<file path="src/rtl/fetch_icache_pkg.sv">
// Shared LC-3b fetch types for the instruction cache: word/line types, FSM state, word select.
package lc3b_types;

  typedef logic [15:0]  lc3b_word;
  typedef logic [127:0] lc3b_cacheline;

  typedef enum logic {
    IDLE = 1'b0,
    FILL = 1'b1
  } icache_state_t;

  localparam int OFFSET_W = 4;

  function automatic lc3b_word line_word(input lc3b_cacheline line, input logic [2:0] sel);
    return line[{sel, 4'b0000} +: 16];
  endfunction

endpackage

</file>
<file path="src/rtl/icache_array.sv">
// Direct-mapped {valid, tag, line} storage: combinational read, synchronous load.
module icache_array
  import lc3b_types::*;
#(
  parameter int NUM_SETS = 8,
  parameter int IDX_W    = $clog2(NUM_SETS),
  parameter int TAG_W    = 16 - OFFSET_W - IDX_W
) (
  input  logic               clk,
  input  logic               rst_n,
  input  logic [IDX_W-1:0]   rd_index,
  output logic               rd_valid,
  output logic [TAG_W-1:0]   rd_tag,
  output lc3b_cacheline      rd_line,
  input  logic               load,
  input  logic [IDX_W-1:0]   wr_index,
  input  logic [TAG_W-1:0]   wr_tag,
  input  lc3b_cacheline      wr_line
);

  logic [NUM_SETS-1:0] valid_q;
  logic [TAG_W-1:0]    tag_q  [NUM_SETS];
  lc3b_cacheline       line_q [NUM_SETS];

  always_ff @(posedge clk) begin
    if (!rst_n) begin
      valid_q <= '0;
    end else if (load) begin
      valid_q[wr_index] <= 1'b1;
    end
  end

  // Tag and data need no reset: a line is only visible through its valid bit.
  always_ff @(posedge clk) begin
    if (load) begin
      tag_q[wr_index]  <= wr_tag;
      line_q[wr_index] <= wr_line;
    end
  end

  assign rd_valid = valid_q[rd_index];
  assign rd_tag   = tag_q[rd_index];
  assign rd_line  = line_q[rd_index];

endmodule

</file>
<file path="src/rtl/fetch_icache.sv">
// Read-only direct-mapped instruction cache answering the fetch stage; fills lines from pmem.
// Optional hit/miss statistics counters are enabled with the ICACHE_STATS_EN macro.
module fetch_icache
  import lc3b_types::*;
#(
  parameter int NUM_SETS = 8
) (
  input  logic          clk,
  input  logic          rst_n,
  input  lc3b_word      mem_address,
  input  logic          mem_read,
  output lc3b_word      mem_rdata,
  output logic          mem_resp,
  output lc3b_word      pmem_address,
  output logic          pmem_read,
  input  lc3b_cacheline pmem_rdata,
  input  logic          pmem_resp,
  output logic [15:0]   hit_count,
  output logic [15:0]   miss_count,
  output icache_state_t state_dbg
);

  localparam int IDX_W  = $clog2(NUM_SETS);
  localparam int TAG_W  = 16 - OFFSET_W - IDX_W;
  localparam int LADR_W = 16 - OFFSET_W;

  // Handshake: fetch holds mem_read/mem_address until a one-cycle mem_resp;
  // pmem_read/pmem_address stay asserted from a flop until the cycle pmem_resp is seen.
  icache_state_t      state_q, state_d;
  logic [LADR_W-1:0]  miss_addr_q;

  logic [IDX_W-1:0]   index;
  logic [TAG_W-1:0]   tag;
  logic               rd_valid;
  logic [TAG_W-1:0]   rd_tag;
  lc3b_cacheline      rd_line;
  logic               lookup_hit;
  logic               hit;
  logic               miss;
  logic               fill_done;
  logic               unused_addr_bit;

  assign index           = mem_address[OFFSET_W +: IDX_W];
  assign tag             = mem_address[15 -: TAG_W];
  assign unused_addr_bit = mem_address[0];

  icache_array #(
    .NUM_SETS (NUM_SETS),
    .IDX_W    (IDX_W),
    .TAG_W    (TAG_W)
  ) u_array (
    .clk      (clk),
    .rst_n    (rst_n),
    .rd_index (index),
    .rd_valid (rd_valid),
    .rd_tag   (rd_tag),
    .rd_line  (rd_line),
    .load     (fill_done),
    .wr_index (miss_addr_q[IDX_W-1:0]),
    .wr_tag   (miss_addr_q[LADR_W-1 -: TAG_W]),
    .wr_line  (pmem_rdata)
  );

  assign lookup_hit = rd_valid && (rd_tag == tag);
  assign hit        = (state_q == IDLE) && mem_read && lookup_hit;
  assign miss       = (state_q == IDLE) && mem_read && !lookup_hit;
  assign fill_done  = (state_q == FILL) && pmem_resp;

  always_ff @(posedge clk) begin
    if (!rst_n) begin
      state_q     <= IDLE;
      miss_addr_q <= '0;
    end else begin
      state_q <= state_d;
      if (miss) begin
        miss_addr_q <= mem_address[15:OFFSET_W];
      end
    end
  end

  always_comb begin
    state_d      = state_q;
    mem_resp     = 1'b0;
    mem_rdata    = '0;
    pmem_read    = 1'b0;
    pmem_address = {miss_addr_q, {OFFSET_W{1'b0}}};
    case (state_q)
      IDLE: begin
        mem_resp  = hit;
        mem_rdata = hit ? line_word(rd_line, mem_address[3:1]) : '0;
        if (miss) begin
          state_d = FILL;
        end
      end
      FILL: begin
        pmem_read = 1'b1;
        if (pmem_resp) begin
          state_d = IDLE;
        end
      end
      default: state_d = IDLE;
    endcase
  end

  assign state_dbg = state_q;

`ifdef ICACHE_STATS_EN
  logic [15:0] hit_q, miss_q;

  always_ff @(posedge clk) begin
    if (!rst_n) begin
      hit_q  <= '0;
      miss_q <= '0;
    end else begin
      if (hit && (hit_q != 16'hFFFF)) begin
        hit_q <= hit_q + 16'd1;
      end
      if (miss && (miss_q != 16'hFFFF)) begin
        miss_q <= miss_q + 16'd1;
      end
    end
  end

  assign hit_count  = hit_q;
  assign miss_count = miss_q;
`else
  assign hit_count  = '0;
  assign miss_count = '0;
`endif

endmodule

</file>
<file path="config.mk">
export PLATFORM = sky130hd
export DESIGN_NAME = fetch_icache
export DESIGN_NICKNAME = d
export VERILOG_FILES = /design/src/rtl/fetch_icache_pkg.sv /design/src/rtl/icache_array.sv /design/src/rtl/fetch_icache.sv
export SDC_FILE = /design/constraint.sdc
export NUM_CORES = 1
export LEC_CHECK = 0
export ABC_AREA = 0
export CAP_MARGIN = 10
export CELL_PAD_IN_SITES_DETAIL_PLACEMENT = 1
export CELL_PAD_IN_SITES_GLOBAL_PLACEMENT = 2
export CORE_AREA = 2 2 291 293
export CTS_CLUSTER_SIZE = 30
export DETAILED_ROUTE_END_ITERATION = 8
export DIE_AREA = 0 0 293 295
export PLACE_DENSITY_LB_ADDON = 0.1
export REMOVE_ABC_BUFFERS = 1
export SYNTH_ARGS = -nofsm -noshare
export SYNTH_HDL_FRONTEND = slang
export SYNTH_SLANG_ARGS = --single-unit
</file>
<file path="constraint.sdc">
create_clock -name clk -period 29.3 [get_ports clk]
set_input_delay 4.395 -clock clk [delete_from_list [all_inputs] [get_ports clk]]
set_output_delay 4.395 -clock clk [all_outputs]
set_load 0.005 [all_outputs]
</file>
======== Word-level counts from Yosys, hierarchy flattened ========
Memory sizes are Yosys's and may differ from the RTL's.
Cells that the tools add are included.
word-level totals
  register bits ........................... 21
  bits in writable memories ............... 1096
  input bits .............................. 148
  output and inout bits ................... 67
  logic and storage cells ................. 32
  memories kept ........................... 2
memories
  memory          words  bits a word  read ports  clocked after Yosys merged registers in  write ports  RTL line            source
  u_array.line_q  8      128          1           0                                        1            icache_array.sv:23  lc3b_cacheline line_q [NUM_SETS];
  u_array.tag_q   8      9            1           0                                        1            icache_array.sv:22  logic [TAG_W-1:0] tag_q [NUM_SETS];
cells by class
  $lt $le $gt $ge ......................... 3
  equal/unequal tests ..................... 1
  shifts and indexed selects .............. 1
  multiplexer cells ....................... 13
  bitwise logic cells ..................... 2
  reduce and logical (&&, ||, !) cells .... 7
operators with widths
  kind                count
  $shiftx 128x8->16   1
  $mux 16             2
  $eq 9x9->1          1
  $lt 3x4->1 const B  2
  $mux 1              8
  $or 8x8->8          1
  $logic_and 1x1->1   6
  $bmux 1 s3          1
  $demux 1 s3         1
  $ge 3x1->1 const B  1
  $pmux 1 s2          1
  $logic_not 1->1     1
  $not 1->1           1

======== Depth between registers and ports, before layout ========
  word-level depth ........................ 7
  gate-level depth with buffers ........... 11
  depth with buffers taken out ............ 7

======== By module ========
Synthesis repeated with hierarchy kept, for this count alone.
unflattened totals
  cells, all modules ...................... 1843
  area total of the unflattened synthesis .. 44203.6 um2
modules (own cells, without submodules)
  module        instances  cells each  area each (um2)  seq. area each (um2)
  icache_array  1          1612        42037.8          33071.7
  fetch_icache  1          231         2165.8           260.2

======== Worst setup path before layout ========
No wires, ideal clock.
  path type ............................... input-to-reg
  start point ............................. input port pmem_resp
  end point ............................... memory u_array.line_q[0][0] in the netlist's numbering, enable pin
  library setup time ...................... 0.803 ns
  arrival ................................. 13.831 ns
  data required time ...................... 28.497 ns
  slack ................................... 14.665 ns
  stages .................................. 2
  buffers on the path ..................... 0
  cells stage by stage .................... nand3b_1 > nor3_1
on the way
  longest elaborated chain between the ends .. 3
RTL lines
  element                       RTL line            source
  start: declaration            fetch_icache.sv:17  input logic pmem_resp,
  $logic_and 1x1->1             fetch_icache.sv:67  assign fill_done = (state_q == FILL) && pmem_resp;
  $mux 1                        icache_array.sv:35  if (load) begin
  $mux 1 (implied by the code)  icache_array.sv:37  line_q[wr_index] <= wr_line;
  end: declaration              icache_array.sv:23
Every way passes these cells.

======== Final worst setup path ========
  start point ............................. input port mem_address[4]
  end point ............................... output port mem_rdata[13]
on the way
  longest elaborated chain between the ends .. 6
  elaborated cells on any way between the ends .. 10
  those cells by class .................... eq/ne (1); shift (1); mux (4); reduce/logical (2); memory (2)
RTL lines
  element                                                RTL line            source
  start: declaration                                     fetch_icache.sv:10  input lc3b_word mem_address,
  branches (longest 4 deep; another with $mem_v2 8x128)  n/a
  $mux 16 (*)                                            fetch_icache.sv:90  mem_rdata = hit ? line_word(rd_line, mem_address[3:1]) : '0;
  $mux 16 (*)                                            fetch_icache.sv:87  case (state_q)
  end: declaration                                       fetch_icache.sv:12  output lc3b_word mem_rdata,
Every way passes the cells marked *. The select of a mux whose other input is x is not followed.

==> impl_results.md <==
- Global-route wire length before repair: about 140000 µm
- Final Cell Area: a little under 0.05 mm²
- Family of cells with the greatest summed delay on the critical path: buffers and inverters
- Unrepaired setup endpoints after global routing: false
- Clock tree from TritonCTS: yes
- Source-to-sink clock delay at the later pin of the worst-skew pair: 670 ps
- Overall fraction of global-route tracks in use: 0.2224
- Most frequent standard cell in the layout excluding fill and tap cells: sky130_fd_sc_hd__edfxtp_1
- Top-level I/O count: about 220
- Worst-case vdd ir drop: between 50 and 60 µV
- Via count: between 15000 and 20000
- Die W: 293 µm
- # setup viols final: 0
- Total count of hold-check failures in the final report: 0
- Worst Path Required: about 25000 ps
- Number of flops mapped to enable cells by yosys: between 1000 and 1500
- Finished Layout Cells: ~3100
- Main flop type after synthesis: sky130_fd_sc_hd__edfxtp_1
- Final Critical Period: between 10000 and 15000 ps
- Max-slew violation count: 0
- Top library cells by usage in the layout, fill and taps aside: sky130_fd_sc_hd__edfxtp_1 (1096), sky130_fd_sc_hd__mux4_2 (350), sky130_fd_sc_hd__clkdlybuf4s50_1 (171)
- Mean instance size in the synthesized netlist: around 25 µm²
- Final WL: approximately 93000 µm
- Share of the clock period used by the worst path: 0.4574
- Number of placement rows: ~110
- Via count normalized by instance count: around 6.0
- Total leakage power: 15.59 nW
- DRC: 0
- Total congestion overflow after global routing: 0
- Power density relative to cell area: 68.34 mW/mm²
- Gate Count Post-Synth: 1736
- Result of the run: finished clean
- CP Buf/Inv Count: 4
- Placement-stage cell area: ~0.046 mm²
- Number of warnings reported in the yosys synthesis log: 0
- Netlist cell types: 37
- Measured slew at the worst slew-check pin: ~1100 ps
- Core area: roughly 0.083 mm²
- Maximum number of pins on one net before global-route repair: 123
- Slew HR: 0.2744
- Maximum clock skew at final layout: approximately 20 ps
- Antenna violations before repair: 12
- First DRT Iteration DRCs: between 1000 and 1500
- Detailed Place HPWL: 47810 µm
- Number of buffers inserted during clock tree synthesis: approximately 110
- Achievable clock frequency: between 70 and 80 MHz
- Quantity of I/O buffers inserted on ports: ~180
- Die ar.: 0.08644 mm²
- DR pass1 iterations: 5
- Fraction of layout instances using a drive strength above 1: 0.2788
- Post-detailed-route wirelength per cell: approximately 30 µm
- Share of flip-flops with an asynchronous set or reset after synthesis: 0
- Setup TNS: 0 ps
- Synthesized flop and latch total: 1117
- Placed Cells: roughly 2900
- Peak per-stage delay on the critical path: 860 ps
- Clk pin slew, worst setup/hold paths: ~60 ps
- Capturing element type of the critical path: output pin
- Max-cap viol count: 0
- Critical path startpoint category: input pin
- Final Util: 0.5956
- Largest fanout on the critical path: 60
- CTS resizes: 0
- Share of synthesized area occupied by flip-flops and latches: 0.7782
- Worst Path Class, Setup: in -> out
- Cell with the largest stage delay on the worst path: sky130_fd_sc_hd__buf_4
- Die boundary height: ~300 µm
- Maximum level of the CTS H-tree: 3
- Via count of the first global-routing pass: 21120
- Antenna Nets Post-Route: 0
- Worst Path Arrival: between 9000 and 10000 ps
- Mapped Area: between 0.04 and 0.05 mm²
- P&R area growth vs syn: 15.64%
- Clock tree buffer depth: 3
- Clock Sinks: 1117
- Cts-stage hold buffer count: 0
- Post-CTS setup-driven buffer insertion count: 0
- Clk root buf: sky130_fd_sc_hd__clkbuf_16
- Crit path top cell by count: sky130_fd_sc_hd__mux4_2
- Initial core utilization: 0.5151
- Critical path cell sequence: buf_8 > buf_4 > buf_4 > mux4_2 > mux4_2 > mux4_2 > and3_1 > clkdlybuf4s50_1
- Final nets: 2117
- Type of the tightest min-delay check: reg -> reg
- Global placement routability congestion: ~0.71
[path summary, 6_finish.rpt]
kind / startpoint / end / slack, ps / cells past startpoint
max reg2reg: state_dbg / u_array.line_q[7][68] / 25390 / 5
min: u_array.valid_q[3] / u_array.valid_q[3] / 470 / 1
max: mem_address[4] / mem_rdata[13] / 15900 / 8
min reg2reg: u_array.valid_q[3] / u_array.valid_q[3] / 470 / 1
[cells in the mapped netlist, types with 7 or more instances]
cell	n	share of area
sky130_fd_sc_hd__and3_1	17	0.0025
sky130_fd_sc_hd__buf_1	18	0.0016
sky130_fd_sc_hd__buf_2	28	0.0033
sky130_fd_sc_hd__buf_4	46	0.0081
sky130_fd_sc_hd__clkbuf_1	33	0.0029
sky130_fd_sc_hd__dfxtp_1	21	0.0098
sky130_fd_sc_hd__edfxtp_1	1096	0.77
sky130_fd_sc_hd__mux2i_1	11	0.0026
sky130_fd_sc_hd__mux4_2	350	0.18
sky130_fd_sc_hd__nand2_1	28	0.0025
sky130_fd_sc_hd__nand3_1	12	0.0014
sky130_fd_sc_hd__nor2_1	7	0.00061
sky130_fd_sc_hd__o21a_1	8	0.0014
sky130_fd_sc_hd__o221ai_1	9	0.0018
[area by class of cell]
class / instances / area [µm²]
Fill cell: 6627 / 33620
Sequential cell: 1117 / 33330
Multi-Input combinational cell: 522 / 8969
Clock buffer: 150 / 3154
Timing Repair Buffer: 212 / 2083
Tap cell: 1080 / 1351
Clock inverter: 62 / 626.9
Inverter: 3 / 11.26
Antenna cell: 2 / 5.005
[registers in the layout, summed over array words and instances, names as in the netlist]
name             cells
miss_addr_q         12
u_array.line_q    1024
u_array.valid_q      8
state_dbg            1
u_array.tag_q       72
[through the flow]
stage	hold slack, ps	power, mW	setup slack [ps]
after floorplan	435.4	1.883	14660
after global placement	441.9	1.965	15700
after detailed placement	455.9	1.971	15660
after CTS	469.6	3.420	15680
after global routing	494.9	3.487	15490
final	466.4	3.385	15900
[power by group]
group          internal (mW)  switching, mW  leakage, nW
clock                  0.867          0.584         1.87
sequential              1.77        0.00581         10.1
combinational         0.0794         0.0798         3.63
[kinds of logic after synthesis]
group                     after synthesis  synth area share
DFF                                  1117            0.7782
muxes                                 367            0.1882
buffers and inverters                 132           0.01712
and+or+nand+nor                        80          0.009260
AOI/OAI and AO/OA                      34          0.006164
xor gates and xnor gates                5          0.001022
other                                   1        0.00008755
[layer usage]
| metal | part of all wire | vias to the layer above | GRT usage | routed length [µm] |
|---|---|---|---|---|
| li1 | - | 7934 | - | - |
| met1 | 0.42 | 10360 | 0.3100 | 39390 |
| met2 | 0.50 | 543 | 0.3710 | 46880 |
| met3 | 0.056 | 127 | 0.03894 | 5193 |
| met4 | 0.017 | 16 | 0.05466 | 1541 |
| met5 | 0.0011 | - | 0 | 98 |
(Power assumes the default switching activity.)
